[config.mk]
export PLATFORM = sky130hd
export DESIGN_NAME = dsp48a1_mac_ctrl_flat
export DESIGN_NICKNAME = d
export VERILOG_FILES = /design/src/rtl/dsp48a1_mac_ctrl_if.sv /design/src/rtl/dsp48a1_mac_ctrl.sv /design/src/flat_wrapper.sv
export SDC_FILE = /design/constraint.sdc
export NUM_CORES = 1
export LEC_CHECK = 0
export CAP_MARGIN = 10
export CORE_UTILIZATION = 30
export DETAILED_ROUTE_END_ITERATION = 7
export GPL_TIMING_DRIVEN = 1
export MAX_ROUTING_LAYER = met4
export SKIP_CTS_REPAIR_TIMING = 1
export SLEW_MARGIN = 20
export SYNTH_ARGS = -nofsm -noshare
export SYNTH_HDL_FRONTEND = slang
export SYNTH_SLANG_ARGS = --single-unit
[constraint.sdc]
create_clock -name CLK -period 4.9 [get_ports CLK]
set_input_delay 0.98 -clock CLK [delete_from_list [all_inputs] [get_ports CLK]]
set_output_delay 0.98 -clock CLK [all_outputs]
set_load 0.005 [all_outputs]
[src/rtl/dsp48a1_mac_ctrl_if.sv]
// Operand stream and result port bundle for the DSP48A1 MAC sequencer.
// The master side produces operand pairs and consumes results; the slave
// side is the sequencer.
interface dsp48a1_mac_ctrl_if #(
    parameter int A_DATA_WIDTH = 18,
    parameter int B_DATA_WIDTH = 18,
    parameter int P_DATA_WIDTH = 48,
    parameter int CNT_WIDTH    = 16
) ();
    logic                    S_VALID;
    logic                    S_READY;
    logic [A_DATA_WIDTH-1:0] S_A;
    logic [B_DATA_WIDTH-1:0] S_B;
    logic                    S_LAST;
    logic                    M_VALID;
    logic                    M_READY;
    logic [P_DATA_WIDTH-1:0] M_P;
    logic [CNT_WIDTH-1:0]    M_COUNT;

    modport master (
        output S_VALID, S_A, S_B, S_LAST, M_READY,
        input  S_READY, M_VALID, M_P, M_COUNT
    );

    modport slave (
        input  S_VALID, S_A, S_B, S_LAST, M_READY,
        output S_READY, M_VALID, M_P, M_COUNT
    );
endinterface

[src/rtl/dsp48a1_mac_ctrl.sv]
// Upstream sequencer for a DSP48A1 slice configured with A1/B1/M/P/OPMODE
// registers. Operand pairs are forwarded to the slice, OPMODE selects a
// fresh product or product+P, CEP is pulsed once per term as it reaches
// the P stage, and the final P of each vector is captured into a
// single-entry result register with a valid/ready handshake.
module dsp48a1_mac_ctrl #(
    parameter int A_DATA_WIDTH = 18,
    parameter int B_DATA_WIDTH = 18,
    parameter int P_DATA_WIDTH = 48,
    parameter int CNT_WIDTH    = 16
) (
    input  logic                    CLK,
    input  logic                    RST,
    dsp48a1_mac_ctrl_if.slave       bus,
    output logic [A_DATA_WIDTH-1:0] DSP_A,
    output logic [B_DATA_WIDTH-1:0] DSP_B,
    output logic [7:0]              DSP_OPMODE,
    output logic                    DSP_CE,
    output logic                    DSP_CEP,
    output logic                    DSP_RST,
    input  logic [P_DATA_WIDTH-1:0] DSP_P
);

    // X=M, Z=0 starts a new sum; X=M, Z=P accumulates; no pre-adder, CIN=0
    localparam logic [7:0] OPM_FIRST = 8'h01;
    localparam logic [7:0] OPM_ACC   = 8'h09;
    localparam logic [7:0] OPM_IDLE  = 8'h00;

    typedef enum logic [1:0] {
        ACCUM = 2'd0,
        DRAIN = 2'd1,
        HOLD  = 2'd2
    } state_t;

    function automatic logic [CNT_WIDTH-1:0] sat_inc(input logic [CNT_WIDTH-1:0] v);
        return (&v) ? v : v + {{(CNT_WIDTH-1){1'b0}}, 1'b1};
    endfunction

    state_t                  r_state;
    state_t                  w_state_nxt;
    logic                    w_s_ready;
    logic                    w_m_valid;
    logic                    w_accept;

    logic                    r_first_term;
    logic                    r_ce;
    logic [CNT_WIDTH-1:0]    r_cnt;
    logic [A_DATA_WIDTH-1:0] r_dsp_a_p1;
    logic [B_DATA_WIDTH-1:0] r_dsp_b_p1;
    logic                    r_vld_p1;
    logic                    r_first_p1;
    logic                    r_last_p1;
    logic                    r_vld_p2;
    logic                    r_last_p2;
    logic [7:0]              r_opmode_p2;
    logic                    r_vld_p3;
    logic                    r_last_p3;
    logic                    r_cap_p4;
    logic [P_DATA_WIDTH-1:0] r_m_p;
    logic [CNT_WIDTH-1:0]    r_m_count;

    assign w_accept    = bus.S_VALID && w_s_ready;
    assign bus.S_READY = w_s_ready;
    assign bus.M_VALID = w_m_valid;
    assign bus.M_P     = r_m_p;
    assign bus.M_COUNT = r_m_count;
    assign DSP_A       = r_dsp_a_p1;
    assign DSP_B       = r_dsp_b_p1;
    assign DSP_OPMODE  = r_opmode_p2;
    assign DSP_CE      = r_ce;
    assign DSP_CEP     = r_vld_p3;
    assign DSP_RST     = RST;

    // State register
    always_ff @(posedge CLK) begin
        if (RST) begin
            r_state <= ACCUM;
        end else begin
            r_state <= w_state_nxt;
        end
    end

    // Next state and handshake outputs: accept only while accumulating,
    // present the result only while holding it
    always_comb begin
        w_state_nxt = r_state;
        w_s_ready   = 1'b0;
        w_m_valid   = 1'b0;
        unique case (r_state)
            ACCUM: begin
                w_s_ready = ~RST;
                if (bus.S_VALID && bus.S_LAST) begin
                    w_state_nxt = DRAIN;
                end
            end
            DRAIN: begin
                if (r_cap_p4) begin
                    w_state_nxt = HOLD;
                end
            end
            HOLD: begin
                w_m_valid = 1'b1;
                if (bus.M_READY) begin
                    w_state_nxt = ACCUM;
                end
            end
            default: w_state_nxt = ACCUM;
        endcase
    end

    // Term pipeline control: tracks each accepted term through the A1/B1,
    // M and P stages of the slice, plus the capture slot after P settles
    always_ff @(posedge CLK) begin
        if (RST) begin
            r_ce         <= 1'b0;
            r_first_term <= 1'b1;
            r_vld_p1     <= 1'b0;
            r_first_p1   <= 1'b0;
            r_last_p1    <= 1'b0;
            r_vld_p2     <= 1'b0;
            r_last_p2    <= 1'b0;
            r_opmode_p2  <= OPM_IDLE;
            r_vld_p3     <= 1'b0;
            r_last_p3    <= 1'b0;
            r_cap_p4     <= 1'b0;
        end else begin
            r_ce <= 1'b1;
            // p0 -> p1: operands leave for the slice input registers
            r_vld_p1  <= w_accept;
            r_last_p1 <= w_accept && bus.S_LAST;
            if (w_accept) begin
                r_first_p1   <= r_first_term;
                r_first_term <= bus.S_LAST;
            end
            // p1 -> p2: OPMODE aligned with the product entering M
            r_vld_p2    <= r_vld_p1;
            r_last_p2   <= r_last_p1;
            r_opmode_p2 <= r_vld_p1 ? (r_first_p1 ? OPM_FIRST : OPM_ACC) : OPM_IDLE;
            // p2 -> p3: CEP enables the P update of this term only
            r_vld_p3  <= r_vld_p2;
            r_last_p3 <= r_last_p2;
            // p3 -> p4: P now holds the finished sum
            r_cap_p4  <= r_last_p3;
        end
    end

    // Term counter: saturating per accept, restarted when a result is taken
    always_ff @(posedge CLK) begin
        if (RST) begin
            r_cnt <= '0;
        end else if (r_cap_p4) begin
            r_cnt <= '0;
        end else if (w_accept) begin
            r_cnt <= sat_inc(r_cnt);
        end
    end

    // Operand registers feeding the slice; held across bubbles
    always_ff @(posedge CLK) begin
        if (RST) begin
            r_dsp_a_p1 <= '0;
            r_dsp_b_p1 <= '0;
        end else if (w_accept) begin
            r_dsp_a_p1 <= bus.S_A;
            r_dsp_b_p1 <= bus.S_B;
        end
    end

    // Result register: loaded from P once the last term has settled
    always_ff @(posedge CLK) begin
        if (RST) begin
            r_m_p     <= '0;
            r_m_count <= '0;
        end else if (r_cap_p4) begin
            r_m_p     <= DSP_P;
            r_m_count <= r_cnt;
        end
    end

endmodule
[src/flat_wrapper.sv]
// flat-port wrapper written by rule: the top's interface ports become plain ports
module dsp48a1_mac_ctrl_flat 
#(
    parameter int A_DATA_WIDTH = 18,
    parameter int B_DATA_WIDTH = 18,
    parameter int P_DATA_WIDTH = 48,
    parameter int CNT_WIDTH    = 16
)
  (CLK, RST, DSP_A, DSP_B, DSP_OPMODE, DSP_CE, DSP_CEP, DSP_RST, DSP_P, bus_S_VALID, bus_S_A, bus_S_B, bus_S_LAST, bus_M_READY, bus_S_READY, bus_M_VALID, bus_M_P, bus_M_COUNT);
  dsp48a1_mac_ctrl_if #(.A_DATA_WIDTH(A_DATA_WIDTH), .B_DATA_WIDTH(B_DATA_WIDTH), .P_DATA_WIDTH(P_DATA_WIDTH), .CNT_WIDTH(CNT_WIDTH)) bus_i ();
  input  logic CLK;
  input  logic RST;
  output logic [A_DATA_WIDTH-1:0] DSP_A;
  output logic [B_DATA_WIDTH-1:0] DSP_B;
  output logic [7:0] DSP_OPMODE;
  output logic DSP_CE;
  output logic DSP_CEP;
  output logic DSP_RST;
  input  logic [P_DATA_WIDTH-1:0] DSP_P;
  input wire logic [$bits(bus_i.S_VALID)-1:0] bus_S_VALID;
  input wire logic [$bits(bus_i.S_A)-1:0] bus_S_A;
  input wire logic [$bits(bus_i.S_B)-1:0] bus_S_B;
  input wire logic [$bits(bus_i.S_LAST)-1:0] bus_S_LAST;
  input wire logic [$bits(bus_i.M_READY)-1:0] bus_M_READY;
  output wire logic [$bits(bus_i.S_READY)-1:0] bus_S_READY;
  output wire logic [$bits(bus_i.M_VALID)-1:0] bus_M_VALID;
  output wire logic [$bits(bus_i.M_P)-1:0] bus_M_P;
  output wire logic [$bits(bus_i.M_COUNT)-1:0] bus_M_COUNT;
  assign bus_i.S_VALID = bus_S_VALID;
  assign bus_i.S_A = bus_S_A;
  assign bus_i.S_B = bus_S_B;
  assign bus_i.S_LAST = bus_S_LAST;
  assign bus_i.M_READY = bus_M_READY;
  assign bus_S_READY = bus_i.S_READY;
  assign bus_M_VALID = bus_i.M_VALID;
  assign bus_M_P = bus_i.M_P;
  assign bus_M_COUNT = bus_i.M_COUNT;
  dsp48a1_mac_ctrl #(.A_DATA_WIDTH(A_DATA_WIDTH), .B_DATA_WIDTH(B_DATA_WIDTH), .P_DATA_WIDTH(P_DATA_WIDTH), .CNT_WIDTH(CNT_WIDTH)) u_core (.CLK(CLK), .RST(RST), .bus(bus_i), .DSP_A(DSP_A), .DSP_B(DSP_B), .DSP_OPMODE(DSP_OPMODE), .DSP_CE(DSP_CE), .DSP_CEP(DSP_CEP), .DSP_RST(DSP_RST), .DSP_P(DSP_P));
endmodule
# Word-level counts from Yosys, hierarchy flattened
# Cells that the tools add are included.
classes:
  bitwise: 3
  eq_ne: 5
  n_mux: 8
  shift: 0
  add_sub_neg: 1
  magnitude_cmp: 0
  n_reduce_logical: 9
  div_mod_pow: 0
  mul: 0
op_table:
  columns: ["operator", "n"]
  rows:
  - ["adder 16 x 1 -> 16 bit (second input constant)", 1]
  - ["AND reduction 16 bit", 1]
  - ["two-way mux 2 bit", 3]
  - ["case mux 2 bit (3 select lines)", 1]
  - ["two-way mux 4 bit", 1]
  - ["!= test 2 x 1 -> 1 bit (second input constant)", 2]
  - ["OR reduction 2 bit", 2]
  - ["logical AND 1 bit", 3]
  - ["two-way mux 1 bit", 3]
  - ["NOT 1 bit", 3]
  - ["AND reduction 3 bit", 1]
  - ["== test 2 x 1 -> 1 bit (second input constant)", 1]
  - ["== test 2 bit (second input constant)", 1]
  - ["zero test 2 bit", 1]
  - ["!= test 2 bit (second input constant)", 1]
  - ["AND reduction 2 bit", 1]
totals:
  in_bits: 89
  rom_bits: 0
  latch_bits: 0
  register_bits: 136
  memories: 0
  ramBits: 0
  out_inout_bits: 113

# Longest topological paths before layout
depth:
  depth_word: 4
  mapped_depth: 7

# Worst setup path after synthesis
# No wires, ideal clock.
synth_timing:
  path_type: "input port to flip-flop"
  start: "in RST"
  end: "reg u_core.r_cnt[10]"
  setup_time_ps: 70
  arrival_time_ps: 2717
  setup_slack_ps: 2113
  path_stages: 5
  n_path_buf: 1
  path_cell_list: "or4b_1 or4_1 buf_2 or4_1 a21oi_1"
synth_via:
  elab_chain_cells: 4
  elab_cells_between_ends: 5
  cone_classes: "mux: 1; bitwise: 1; reduce/logical: 3"
synth_lines:
  columns: ["element", "line", "text"]
  rows:
  - ["from (decl)", "flat_wrapper.sv:12", "input logic RST;"]
  - ["NOT 1 bit", "dsp48a1_mac_ctrl.sv:91", "w_s_ready = ~RST;"]
  - ["two-way mux 1 bit", "dsp48a1_mac_ctrl.sv:89", "unique case (r_state)"]
  - ["logical AND 1 bit", "dsp48a1_mac_ctrl.sv:62", "assign w_accept = bus.S_VALID && w_s_ready;"]
  - ["AND reduction 2 bit (no line)", null, null]
  - ["to (signal assigned)", "dsp48a1_mac_ctrl.sv:154", "r_cnt <= sat_inc(r_cnt);"]
  - ["to (decl)", "dsp48a1_mac_ctrl.sv:47", "logic [CNT_WIDTH-1:0] r_cnt;"]
# Several ways; a longest one is shown, not always the timed one.
# A chain may end at the register's enable or synchronous reset.

# Worst setup path after layout
layout_timing:
  start: "in RST"
  end: "out DSP_RST"
layout_lines:
  columns: ["element", "line", "text"]
  rows:
  - ["to (decl)", "flat_wrapper.sv:18", "output logic DSP_RST;"]
# No word-level cell between the ends.

==> impl_metrics.yaml <==
run_status:
  status: "finished, final reports clean"
final_layout:
  area_growth_pct: 58.48
  drive_gt1_share_pct: 5.799
  diodes: 0
  layout_commonest_cell: "clkdlybuf4s50_1"
  final_nets: 784
  most-common-layout-cells: "clkdlybuf4s50_1, dfxtp_1, nand2_1"
  fill_cells: 1422
setup_path:
  cp-start-kind: "input pin"
  rr_worst_depth: 5
  slowest_stage: "clkdlybuf4s50_1"
  r2r_end: "u_core.r_cnt[13]"
  end_kind: "output port"
  arrival_ns: 2.35
  critPathRequiredTime_ns: 3.92
  critPathKind: "input pin to output port"
  reg2reg_setup_slack_ns: 2.36
  worst_path_largest_cell_delay_ns: 0.65
  critPathMaxFanout: 77
  path_cells: "buf_2 -> buf_4 -> clkdlybuf4s50_1"
  rr_startpoint: "u_core.r_state[0]"
sta:
  worst_pin_slew_ns: 0.7797
  finalSetupTns_ns: 0
  finalSetupViolCount: 0
  finalHoldViolCount: 0
  slew_violations: 0
  rsz0062_at_grt: "false"
  finalCriticalPeriod_ns: 3.333
  finClkSkew_ns: 0.007980
  slew_headroom_pct: 48.02
  fin_crit_sh_pct: 68.02
  max_freq_mhz: 300.0
grt:
  first_global_vias: 4058
  grt_pass1_wl_mm: 19.98
  grt_max_degree: 78
  grt_overflow: 0
  grt_usage_pct: 16.19
  antenna_found_initial: 0
routing:
  ant_nets: 0
  avgViaCountPerCell: 4.492
  wl_met2_mm: 5.825
  wl_met1_mm: 5.448
  wl_per_cell_um: 13.58
  dr_total_vias: 4124
  topRoutingLayerUsed: "met4"
  routed-wl-met3_mm: 1.059
  firstDrtPassIters: 4
  drt_wl_total_mm: 12.47
  drtIter0Drc: 164
  drc: 0
logic_synthesis:
  syn_avg_cell_area_sq_um: 9.223
  yosysSeqAreaShare_pct: 55.11
  synth.distinct_cells: 32
  synth_warnings: 0
  synth-seq-cells: 130
  syn_inst: 512
  netlist_area_sq_mm: 0.004722
min_path:
  hp-class: "register to register"
  worstHoldStart: "u_core.r_first_p1"
  hold_end: "u_core.DSP_OPMODE[3]"
  min_path_cells: 1
die:
  die_area_sq_mm: 0.01625
  floorplan.core_area_sq_mm: 0.01526
  rows: 45
  start_util_pct: 30.95
  die_w_um: 127.5
  dieHeight_um: 127.5
  ios: 202
placed_design:
  gp_congestion: 0.7875
  dp_hpwl_mm: 8.559
  port-buffer-count: 195
clock_network:
  clkSinkCount: 130
  htree_levels: 4
  clock-root-buffer: "clkbuf_16"
  cts_buffers: 17
  cts_tree: "built"
  insertion_delay_ns: 0.41
  clockBufferDepth: 2
  clkTransAtPathRegs_ns: 0.06
job:
  maxCapViolCount: 0
pwr:
  power_density_mw_per_mm2: 356.7
  p_leak_nw: 2.622
  ir_drop_uv: 201.2
  power.total_w: 0.002670
==> synth_stat cells <==
master	count	area [sq um]
a21oi_1	13	65.06
a31o_2	1	8.760
a31oi_1	1	6.260
and2_1	1	6.260
and3_1	1	6.260
and4_1	2	17.52
buf_1	7	26.28
buf_2	1	5.000
buf_4	7	52.55
clkbuf_1	25	93.84
clkinv_1	1	3.750
conb_1	1	3.750
dfxtp_1	130	2603
ha_1	1	12.51
inv_1	3	11.26
mux2i_1	65	650.6
nand2_1	83	311.6
nand2b_1	1	6.260
nand3_1	8	40.04
nand3b_1	1	7.510
nand4_1	5	31.28
nor2_1	72	270.3
nor2b_1	7	43.79
nor3_1	4	20.02
nor4_1	2	12.51
o21a_1	4	30.03
o21ai_0	42	210.2
o31ai_1	7	52.55
or2_2	1	6.260
or3_1	6	37.54
or4_1	8	60.06
or4b_1	1	10.01
==> metal layers <==
metal  GRT usage (%)  vias up
met5               -        -
met4           6.303        0
met3           6.575       11
met2           24.88      146
met1           18.81     1882
li1                -     2085
==> critical path: cells and delay by family <==
kind / cells / cell delay (ns)
buffers and inverters: 3 / 1.37
==> report_power, final <==
part | leakage (nW) | switching [W] | internal [W]
Clock | 0.315 | 0.000445 | 0.000917
Combinational | 1.25 | 0.0000733 | 0.000126
Sequential | 1.06 | 0.0000187 | 0.00109
==> state kept, by name (all words and copies together), names as in the netlist, 2 cells and up <==
| name | flops |
|---|---|
| u_core.r_cnt | 16 |
| u_core.DSP_B | 18 |
| u_core.bus.M_P | 48 |
| u_core.DSP_A | 18 |
| u_core.DSP_OPMODE | 2 |
| u_core.bus.M_COUNT | 16 |
| u_core.r_state | 2 |
==> worst max path at each step <==
stage               depth (start not counted)          endpoint  slack (ns)   startpoint
floorplan                                   5  u_core.r_cnt[10]        2.11          RST
global placement                            5  u_core.r_cnt[10]        1.36  bus_S_VALID
detailed placement                          6  u_core.r_cnt[13]        1.31  bus_S_VALID
CTS                                         3           DSP_RST        1.52          RST
global route                                3           DSP_RST        1.45          RST
finish                                      3           DSP_RST        1.57          RST
==> cells by family (layout without fill, tap and decap cells) <==
| kind of cell | after synthesis | count (layout) | synth area share, % |
|---|---|---|---|
| buffers and inverters | 44 | 234 | 4.080 |
| adders and majority gates | 1 | 1 | 0.2649 |
| AOI/OAI and AO/OA | 68 | 68 | 7.896 |
| and+or+nand+nor | 203 | 203 | 18.79 |
| DFF | 130 | 130 | 55.11 |
| other | 1 | 6 | 0.07942 |
| muxes | 65 | 65 | 13.78 |
==> final cells by class <==
type	count	area (sq um)	area share, %
inverter	4	15.01	0.2006
tap	211	264.0	3.528
clock buffer	23	498.0	6.654
clock inverter	9	150.1	2.006
multi-input combinational	343	1961	26.20
sequential	130	2606	34.83
timing repair buffer	198	1989	26.58
==> stage by stage <==
step / hold WS [ns] / instances / worst slack [ns] / util (%) / area [sq um]
finish: 0.4173 / 918 / 1.567 / 49.04 / 7483
detailed placement: 0.4081 / 885 / 1.307 / 44.56 / 6799
CTS: 0.4202 / 917 / 1.523 / 48.81 / 7447
global route: 0.4461 / 918 / 1.448 / 49.04 / 7483
global placement: 0.4114 / 885 / 1.355 / 44.56 / 6799
floorplan: 0.3916 / 517 / 2.113 / - / 4741
No activity file was read; power rests on OpenSTA's default activity.
